--- src/rtl/pattern_timing_ctrl.sv ---
// Raster timing sequencer for the pattern generator: multi-pixel-per-clock
// HS/VS/DE with clean frame-boundary start/stop, coordinates and frame count.
module pattern_timing_ctrl #(
  parameter int C_PORT_NUM = 4,
  parameter int C_H_ACTIVE = 1920,
  parameter int C_H_FP     = 88,
  parameter int C_H_SYNC   = 44,
  parameter int C_H_BP     = 148,
  parameter int C_V_ACTIVE = 1080,
  parameter int C_V_FP     = 4,
  parameter int C_V_SYNC   = 5,
  parameter int C_V_BP     = 36,
  parameter int C_SYNC_POL = 1
) (
  input  logic        CLK_I,
  input  logic        RST_I,
  input  logic        EN_I,
  output logic        VS_O,
  output logic        HS_O,
  output logic        DE_O,
  output logic        FRAME_START_O,
  output logic [15:0] X_O,
  output logic [15:0] Y_O,
  output logic [15:0] FRAME_CNT_O,
  output logic        BUSY_O
);

  localparam logic [15:0] PN    = 16'(C_PORT_NUM);
  localparam logic [15:0] HT    = 16'((C_H_SYNC + C_H_BP + C_H_ACTIVE + C_H_FP) / C_PORT_NUM);
  localparam logic [15:0] VT    = 16'(C_V_SYNC + C_V_BP + C_V_ACTIVE + C_V_FP);
  localparam logic [15:0] HS_W  = 16'(C_H_SYNC / C_PORT_NUM);
  localparam logic [15:0] VS_W  = 16'(C_V_SYNC);
  localparam logic [15:0] HA0   = 16'((C_H_SYNC + C_H_BP) / C_PORT_NUM);
  localparam logic [15:0] HA1   = 16'((C_H_SYNC + C_H_BP + C_H_ACTIVE) / C_PORT_NUM);
  localparam logic [15:0] VA0   = 16'(C_V_SYNC + C_V_BP);
  localparam logic [15:0] VA1   = 16'(C_V_SYNC + C_V_BP + C_V_ACTIVE);
  localparam logic [15:0] HT_M1 = HT - 16'd1;
  localparam logic [15:0] VT_M1 = VT - 16'd1;
  localparam logic        POL   = (C_SYNC_POL != 0);

  typedef enum logic [1:0] {IDLE, RUN, DRAIN} state_t;

  state_t      state_q, state_d;
  logic [15:0] hc_q, hc_d;
  logic [15:0] vc_q, vc_d;
  logic        vs_q, vs_d;
  logic        hs_q, hs_d;
  logic        de_q, de_d;
  logic        fs_q, fs_d;
  logic [15:0] x_q, x_d;
  logic [15:0] y_q, y_d;
  logic [15:0] fcnt_q;
  logic        last_beat;
  logic        active;

  assign last_beat = (hc_q == HT_M1) && (vc_q == VT_M1);
  assign active    = (state_q != IDLE);

  always_comb begin
    state_d = state_q;
    hc_d    = hc_q;
    vc_d    = vc_q;
    case (state_q)
      IDLE: begin
        if (EN_I) state_d = RUN;
      end
      RUN: begin
        if (!EN_I) state_d = DRAIN;
      end
      DRAIN: begin
        if (EN_I)           state_d = RUN;
        else if (last_beat) state_d = IDLE;
      end
      default: state_d = IDLE;
    endcase
    // Counters free-run in RUN and DRAIN; leaving DRAIN happens only on the
    // last beat, so the wrap below also returns them to 0 for IDLE.
    if (active) begin
      if (hc_q == HT_M1) begin
        hc_d = 16'd0;
        vc_d = (vc_q == VT_M1) ? 16'd0 : vc_q + 16'd1;
      end else begin
        hc_d = hc_q + 16'd1;
      end
    end
  end

  always_comb begin
    de_d = active && (hc_q >= HA0) && (hc_q < HA1) && (vc_q >= VA0) && (vc_q < VA1);
    hs_d = (active && (hc_q < HS_W)) ? POL : ~POL;
    vs_d = (active && (vc_q < VS_W)) ? POL : ~POL;
    fs_d = active && (hc_q == 16'd0) && (vc_q == 16'd0);
    x_d  = de_d ? (hc_q - HA0) * PN : 16'd0;
    y_d  = de_d ? (vc_q - VA0) : 16'd0;
  end

  always_ff @(posedge CLK_I or posedge RST_I) begin
    if (RST_I) begin
      state_q <= IDLE;
      hc_q    <= 16'd0;
      vc_q    <= 16'd0;
      vs_q    <= ~POL;
      hs_q    <= ~POL;
      de_q    <= 1'b0;
      fs_q    <= 1'b0;
      x_q     <= 16'd0;
      y_q     <= 16'd0;
      fcnt_q  <= 16'd0;
    end else begin
      state_q <= state_d;
      hc_q    <= hc_d;
      vc_q    <= vc_d;
      vs_q    <= vs_d;
      hs_q    <= hs_d;
      de_q    <= de_d;
      fs_q    <= fs_d;
      x_q     <= x_d;
      y_q     <= y_d;
      if (fs_d) fcnt_q <= fcnt_q + 16'd1;
    end
  end

  assign VS_O          = vs_q;
  assign HS_O          = hs_q;
  assign DE_O          = de_q;
  assign FRAME_START_O = fs_q;
  assign X_O           = x_q;
  assign Y_O           = y_q;
  assign FRAME_CNT_O   = fcnt_q;
  assign BUSY_O        = (state_q != IDLE);

endmodule

--- config.mk ---
export PLATFORM = sky130hd
export DESIGN_NAME = pattern_timing_ctrl
export DESIGN_NICKNAME = d
export VERILOG_FILES = /design/src/rtl/pattern_timing_ctrl.sv
export SDC_FILE = /design/constraint.sdc
export NUM_CORES = 1
export LEC_CHECK = 0
export BUFFER_PORTS_ARGS = -buffer_cell sky130_fd_sc_hd__buf_2
export CELL_PAD_IN_SITES_DETAIL_PLACEMENT = 1
export CELL_PAD_IN_SITES_GLOBAL_PLACEMENT = 1
export CORE_UTILIZATION = 45
export CTS_CLUSTER_DIAMETER = 40
export DETAILED_ROUTE_END_ITERATION = 7
export PLACE_DENSITY_LB_ADDON = 0.05
export SLEW_MARGIN = 30
export SYNTH_ARGS = -nofsm -noshare
export SYNTH_HDL_FRONTEND = slang
export SYNTH_SLANG_ARGS = --single-unit
--- constraint.sdc ---
create_clock -name CLK_I -period 3.1 [get_ports CLK_I]
set_input_delay 0.31 -clock CLK_I [delete_from_list [all_inputs] [get_ports CLK_I]]
set_output_delay 0.31 -clock CLK_I [all_outputs]
set_load 0.05 [all_outputs]
# Yosys cells after proc, flatten, opt, wreduce, memory -nomap -nowiden
# Cells that the tools add are included.
[word_totals]
in_bits = 3
ff_bits = 86
word_cells = 54
[op_classes]
add_sub_neg = 5
magnitude_cmp = 6
mux = 11
reduce_logical = 15
eq_ne = 7
[op_table]
columns = ["op", "count"]
rows = [
  ["two-way mux 16 bit", 4],
  ["adder 16 x 1 -> 16 bit (second input constant)", 3],
  [">= comparator 16 x 6 -> 1 bit (second input constant)", 2],
  ["logical NOT 16 bit", 2],
  ["== test 16 x 10 -> 1 bit (second input constant)", 1],
  ["== test 16 x 11 -> 1 bit (second input constant)", 1],
  ["less-than comparator 16 x 10 -> 1 bit (second input constant)", 1],
  ["less-than comparator 16 x 11 -> 1 bit (second input constant)", 1],
  ["less-than comparator 16 x 3 -> 1 bit (second input constant)", 1],
  ["less-than comparator 16 x 4 -> 1 bit (second input constant)", 1],
  ["subtractor 16 x 6 -> 16 bit (second input constant)", 1],
  ["subtractor 14 x 6 -> 14 bit (second input constant)", 1],
  ["logical AND 1 bit", 9],
  ["two-way mux 2 bit", 4],
  ["case mux 2 bit (3 select lines)", 1],
  ["inequality test 2 bit (second input constant)", 2],
  ["inequality test 3 bit (second input constant)", 1],
  ["AND reduction 3 bit", 1],
  ["== test 2 x 1 -> 1 bit (second input constant)", 1],
  ["== test 2 bit (second input constant)", 1],
  ["logical NOT 2 bit", 1],
  ["two-way mux 1 bit", 2],
  ["AND reduction 2 bit", 1],
  ["nonzero test 2 bit", 1],
]

# Longest topological paths before layout
[depth]
word_depth = 6
mapped_depth = 9

# Worst setup path after synthesis
# No wires, ideal clock.
[synth_timing]
path_kind = "reg2reg"
from = "register vc_q[12]"
to = "register y_q[14], in the netlist Y_O[14]"
arrival_ns = 2.126
path_slack_ns = 0.904
required_time_ns = 3.030
path_stages_with_launch = 8
synth_period_minus_slack_ns = 2.196
cell_sequence = "dfrtp_1 buf_6 or4_4 or4_4 a211oi_4 nand3_4 buf_6 nor2_4"
[synth_between]
elab_chain_cells = 4
word_cells_on_any_way = 6
[synth_rtl]
columns = ["item", "line", "rtl"]
rows = [
  ["start, declared", "45", "logic [15:0] vc_q, vc_d;"],
  ["start signal, assigned", "112", "vc_q <= vc_d;"],
  [">= comparator 16 x 6 -> 1 bit", "89", "de_d = active && (hc_q >= HA0) && (hc_q < HA1) && (vc_q >= VA0) && (vc_q < VA1);"],
  ["logical AND 1 bit (2 in series)", "89", ""],
  ["two-way mux 16 bit *", "94", "y_d = de_d ? (vc_q - VA0) : 16'd0;"],
  ["net y_d[14]", "51", "logic [15:0] y_q, y_d;"],
  ["end signal, assigned", "118", "y_q <= y_d;"],
  ["end, declared", "51", ""],
]
# Mark *: on every way through the listed nets, which the timed path passes. The rest lies on a longest branch.
# A chain may end at the register's enable or synchronous reset.

# Worst setup path in the final report
[layout_timing]
from = "register vc_q[12]"
to = "register y_q[5], in the netlist Y_O[5]"
[layout_between]
elab_chain_cells = 4
word_cells_on_any_way = 5
[layout_rtl]
columns = ["item", "line"]
rows = [
  [">= comparator 16 x 6 -> 1 bit", "89"],
  ["logical AND 1 bit", "89"],
  ["logical AND 1 bit *", "89"],
  ["two-way mux 16 bit *", "94"],
  ["net y_d[5]", "51"],
]
# Marked as above.

==> impl_results.html <==
<table>
<tr><th>Metric</th><th>Value</th></tr>
<tr><th colspan="2">Setup path</th></tr>
<tr><td>Critical register-to-register path endpoint</td><td>Y_O[5]</td></tr>
<tr><td>Type of the worst setup path</td><td>reg2reg</td></tr>
<tr><td>Number of cells traversed by the worst register-to-register path</td><td>5</td></tr>
<tr><td>Crit path launch type</td><td>register</td></tr>
<tr><td>Highest fanout seen on the critical path</td><td>28</td></tr>
<tr><td>Nature of the critical path endpoint</td><td>register</td></tr>
<tr><td>Register-to-register path setup slack</td><td>around 550 ps</td></tr>
<tr><td>Required time worst endpoint</td><td>around 3400 ps</td></tr>
<tr><td>Arrival time at the worst endpoint</td><td>between 2000 and 3000 ps</td></tr>
<tr><td>Origin of the critical flop-to-flop path</td><td>vc_q[12]</td></tr>
<tr><th colspan="2">Placed design</th></tr>
<tr><td>Post-DP HPWL</td><td>around 6.9 mm</td></tr>
<tr><td>Final RePlAce weighted congestion</td><td>0.8075</td></tr>
<tr><td>Number of buffer cells added on primary ports</td><td>53</td></tr>
<tr><th colspan="2">CTS</th></tr>
<tr><td>TritonCTS clock tree</td><td>built</td></tr>
<tr><td>Number of cells upsized or downsized after cts</td><td>0</td></tr>
<tr><td>Level count of the clock H-tree</td><td>3</td></tr>
<tr><td>Post-CTS setup repair buffer count</td><td>0</td></tr>
<tr><td>Maximum root-to-sink buffer count</td><td>2</td></tr>
<tr><td>Number of buffers added by the clock tree synthesis step</td><td>9</td></tr>
<tr><td>Number of sinks on the clock net</td><td>84</td></tr>
<tr><td>Reg clk slew, reported paths</td><td>~90 ps</td></tr>
<tr><td>Hold-fix buffer count after cts</td><td>0</td></tr>
<tr><td>Clock latency reported for the late side of the worst-skew pair</td><td>~350 ps</td></tr>
<tr><td>Clock root buffer master</td><td>sky130_fd_sc_hd__clkbuf_8</td></tr>
<tr><th colspan="2">Cells and area</th></tr>
<tr><td>Diodes inserted</td><td>0</td></tr>
<tr><td>Net count of the finished layout</td><td>474</td></tr>
<tr><td>Relative area change from synthesis to final layout</td><td>14.04%</td></tr>
<tr><td>Share of cells above drive strength 1</td><td>20.17%</td></tr>
<tr><td>Leading cell type in the layout, fill and taps excluded</td><td>sky130_fd_sc_hd__dfrtp_1</td></tr>
<tr><td>Highest-count cells in the layout ignoring fill and taps</td><td>sky130_fd_sc_hd__dfrtp_1, sky130_fd_sc_hd__buf_2, sky130_fd_sc_hd__nor2_1, sky130_fd_sc_hd__xnor2_1, sky130_fd_sc_hd__nand2_1</td></tr>
<tr><td>Fill count</td><td>approximately 1000</td></tr>
<tr><th colspan="2">Power and ir drop</th></tr>
<tr><td>Leakage power</td><td>between 2 and 2.5 nW</td></tr>
<tr><td>Maximum vdd ir drop</td><td>about 240 µV</td></tr>
<tr><td>Total power</td><td>approximately 2.7 mW</td></tr>
<tr><td>Pwr Density</td><td>approximately 570 mW/mm²</td></tr>
<tr><th colspan="2">Synth</th></tr>
<tr><td>Summed instance area of the synthesized netlist</td><td>~0.0041 mm²</td></tr>
<tr><td>Seq cells post-synth</td><td>84</td></tr>
<tr><td>Most used flip-flop cell after synthesis</td><td>sky130_fd_sc_hd__dfrtp_1</td></tr>
<tr><td>Cells after Synth</td><td>412</td></tr>
<tr><td>Post-synth EDFFs</td><td>0</td></tr>
<tr><td>Fraction of the yosys area taken by sequential cells</td><td>50.85%</td></tr>
<tr><td>Async set-or-reset flop fraction in the synthesized netlist</td><td>between 90% and 100%</td></tr>
<tr><td>Number of different library cells in the post-synthesis netlist</td><td>57</td></tr>
<tr><td>Yosys warning total</td><td>0</td></tr>
<tr><td>Post-Synthesis Mean Instance Area</td><td>approximately 10 µm²</td></tr>
<tr><th colspan="2">STA</th></tr>
<tr><td>Final worst path period share</td><td>82.25%</td></tr>
<tr><td>Final setup skew</td><td>approximately 11 ps</td></tr>
<tr><td>RSZ-0062 raised after global routing</td><td>false</td></tr>
<tr><td>Total Neg Setup Slack</td><td>0 ps</td></tr>
<tr><td>Max-slew violation count</td><td>0</td></tr>
<tr><td>Worst slew margin relative to its limit</td><td>53.86%</td></tr>
<tr><td>Worst slew pin tran</td><td>686.9 ps</td></tr>
<tr><td>Clock period minus worst slack</td><td>approximately 2500 ps</td></tr>
<tr><td>Number of failing hold endpoints at the final stage</td><td>0</td></tr>
<tr><td>Maximum frequency from static timing analysis</td><td>roughly 390 MHz</td></tr>
<tr><td>Count of final setup violators</td><td>0</td></tr>
<tr><th colspan="2">Drt</th></tr>
<tr><td>Average wire per standard cell</td><td>around 17 µm</td></tr>
<tr><td>Number of vias per cell after detailed routing</td><td>roughly 5.5</td></tr>
<tr><td>Number of vias after detailed routing</td><td>3138</td></tr>
<tr><td>1st-pass router iterations</td><td>6</td></tr>
<tr><td>Detail Route Antenna Nets</td><td>0</td></tr>
<tr><td>DRC Markers</td><td>14</td></tr>
<tr><td>Violation count after the first detailed-routing iteration</td><td>about 120</td></tr>
<tr><td>Wirelength, routed</td><td>about 9.9 mm</td></tr>
<tr><th colspan="2">Global route</th></tr>
<tr><td>Antenna violations before repair</td><td>0</td></tr>
<tr><td>Combined global-route utilization of all metal layers</td><td>about 23%</td></tr>
<tr><td>Largest net degree at the start of global routing</td><td>between 40 and 50</td></tr>
<tr><td>Leftover overflow at the end of global routing</td><td>0</td></tr>
<tr><td>Via count of the first global-routing pass</td><td>3307</td></tr>
<tr><td>First-pass GRT wire length</td><td>about 17 mm</td></tr>
<tr><th colspan="2">Floorplanning</th></tr>
<tr><td>Number of top-level pins</td><td>56</td></tr>
<tr><td>Initial core utilization</td><td>46.95%</td></tr>
<tr><td>Chip width</td><td>about 100 µm</td></tr>
<tr><td>Core Box Area</td><td>between 0.008 and 0.009 mm²</td></tr>
<tr><td>Die Y</td><td>about 100 µm</td></tr>
<tr><td>Number of placement rows</td><td>34</td></tr>
<tr><td>Overall die area</td><td>0.009574 mm²</td></tr>
<tr><th colspan="2">Run</th></tr>
<tr><td>Max-Cap Viols</td><td>0</td></tr>
<tr><th colspan="2">Status</th></tr>
<tr><td>Result of the run</td><td>finished, violations left</td></tr>
<tr><td>Failing checks</td><td>design-rule violations</td></tr>
<tr><th colspan="2">Worst hold path</th></tr>
<tr><td>Worst hold path type</td><td>in2async</td></tr>
</table>
-- final cells by class --
| class | instances | area [µm²] | area share (%) |
|---|---|---|---|
| clock inverters | 6 | 93.84 | 1.990 |
| flip-flops and latches | 84 | 2102 | 44.59 |
| clock buffers | 10 | 137.6 | 2.919 |
| multi-input cells | 286 | 1839 | 39.01 |
| repair buffers | 60 | 330.3 | 7.006 |
| well taps | 108 | 135.1 | 2.866 |
| inverters | 20 | 76.32 | 1.619 |
-- registers in the layout, indices dropped and copies added (netlist names) --
signal / flops
FRAME_CNT_O: 16
VS_O: 1
DE_O: 1
vc_q: 16
HS_O: 1
hc_q: 16
Y_O: 16
state_q: 2
X_O: 14
FRAME_START_O: 1
-- worst max-delay path by stage --
stage / slack [ps] / end / startpoint
after CTS: 520 / Y_O[5] / vc_q[12]
after global placement: 600 / Y_O[5] / vc_q[12]
after detailed placement: 550 / Y_O[5] / vc_q[12]
final: 550 / Y_O[5] / vc_q[12]
after floorplan: 620 / DE_O / RST_I
after global routing: 400 / Y_O[3] / vc_q[0]
-- kinds of logic (layout without fill, tap and decap cells) --
kind of cell | after synthesis | count (layout) | share of synthesized area [%]
muxes | 1 | 1 | 0.2724
other | 1 | 4 | 0.09071
buffers and inverters | 45 | 96 | 4.933
xor gates and xnor gates | 44 | 44 | 9.322
and+or+nand+nor | 165 | 165 | 21.73
adders and majority gates | 10 | 10 | 3.027
AOI/OAI and AO/OA | 62 | 62 | 9.776
DFF | 84 | 84 | 50.85
-- synth_stat cells (2+ instances only) --
cell,number,share of area [%]
sky130_fd_sc_hd__dfrtp_1,84,51
sky130_fd_sc_hd__a21o_1,2,0.36
sky130_fd_sc_hd__and3_1,10,1.5
sky130_fd_sc_hd__a21oi_1,14,1.7
sky130_fd_sc_hd__xnor2_1,31,6.6
sky130_fd_sc_hd__ha_1,10,3.0
sky130_fd_sc_hd__and2_1,2,0.30
sky130_fd_sc_hd__a31oi_1,3,0.45
sky130_fd_sc_hd__nand2_1,26,2.4
sky130_fd_sc_hd__buf_4,2,0.36
sky130_fd_sc_hd__and4_1,5,1.1
sky130_fd_sc_hd__o22ai_1,2,0.30
sky130_fd_sc_hd__inv_1,19,1.7
sky130_fd_sc_hd__o31ai_1,7,1.3
sky130_fd_sc_hd__buf_6,3,0.82
sky130_fd_sc_hd__o21a_1,2,0.36
sky130_fd_sc_hd__nor3_1,16,1.9
sky130_fd_sc_hd__xor2_1,13,2.8
sky130_fd_sc_hd__or4_4,2,0.54
sky130_fd_sc_hd__o41ai_1,2,0.42
sky130_fd_sc_hd__nor2_2,8,1.2
sky130_fd_sc_hd__buf_2,4,0.48
sky130_fd_sc_hd__nor4_1,5,0.76
sky130_fd_sc_hd__a21boi_0,2,0.36
sky130_fd_sc_hd__clkbuf_1,15,1.4
sky130_fd_sc_hd__o21ai_0,18,2.2
sky130_fd_sc_hd__nor2_1,38,3.5
sky130_fd_sc_hd__or3_1,3,0.45
sky130_fd_sc_hd__nand3_1,20,2.4
sky130_fd_sc_hd__nand4_1,14,2.1
sky130_fd_sc_hd__nand2b_1,4,0.61
-- where the power goes --
group          total [mW]  leakage [nW]  switching [mW]  internal, mW
Combinational       0.514          1.11           0.365         0.148
Sequential           1.26          1.15          0.0939          1.17
Clock               0.907         0.114           0.422         0.485
Total                2.68          2.37           0.882          1.80
-- critical path, stage by stage (launching register included) --
cell	delay (ps)
sky130_fd_sc_hd__dfrtp_1	470
sky130_fd_sc_hd__or4_4	600
sky130_fd_sc_hd__or4_4	440
sky130_fd_sc_hd__a211oi_4	270
sky130_fd_sc_hd__nand3_4	370
sky130_fd_sc_hd__nor3_1	300
-- metal layers --
metal | track usage, % | vias to the layer above | part of all wire, %
met5 | 0 | - | 0
met4 | 6.876 | 0 | 1.3
met1 | 32.31 | 1549 | 49
met3 | 3.651 | 12 | 3.8
li1 | - | 1512 | -
met2 | 35.48 | 65 | 46
-- metrics by stage --
step / hold WS [ps] / cell area [µm²] / instances / setup WS, ps / utilization [%]
floorplan: 376.4 / 4145 / 415 / 624.9 / -
global placement: 422.2 / 4483 / 558 / 598.3 / 50.91
detailed placement: 434.1 / 4483 / 558 / 554.5 / 50.91
CTS: 49.43 / 4715 / 574 / 519.8 / 53.54
global route: 67.35 / 4715 / 574 / 398.8 / 53.54
finish: 32.19 / 4715 / 574 / 550.3 / 53.54
Power figures use the tool's default switching activity.
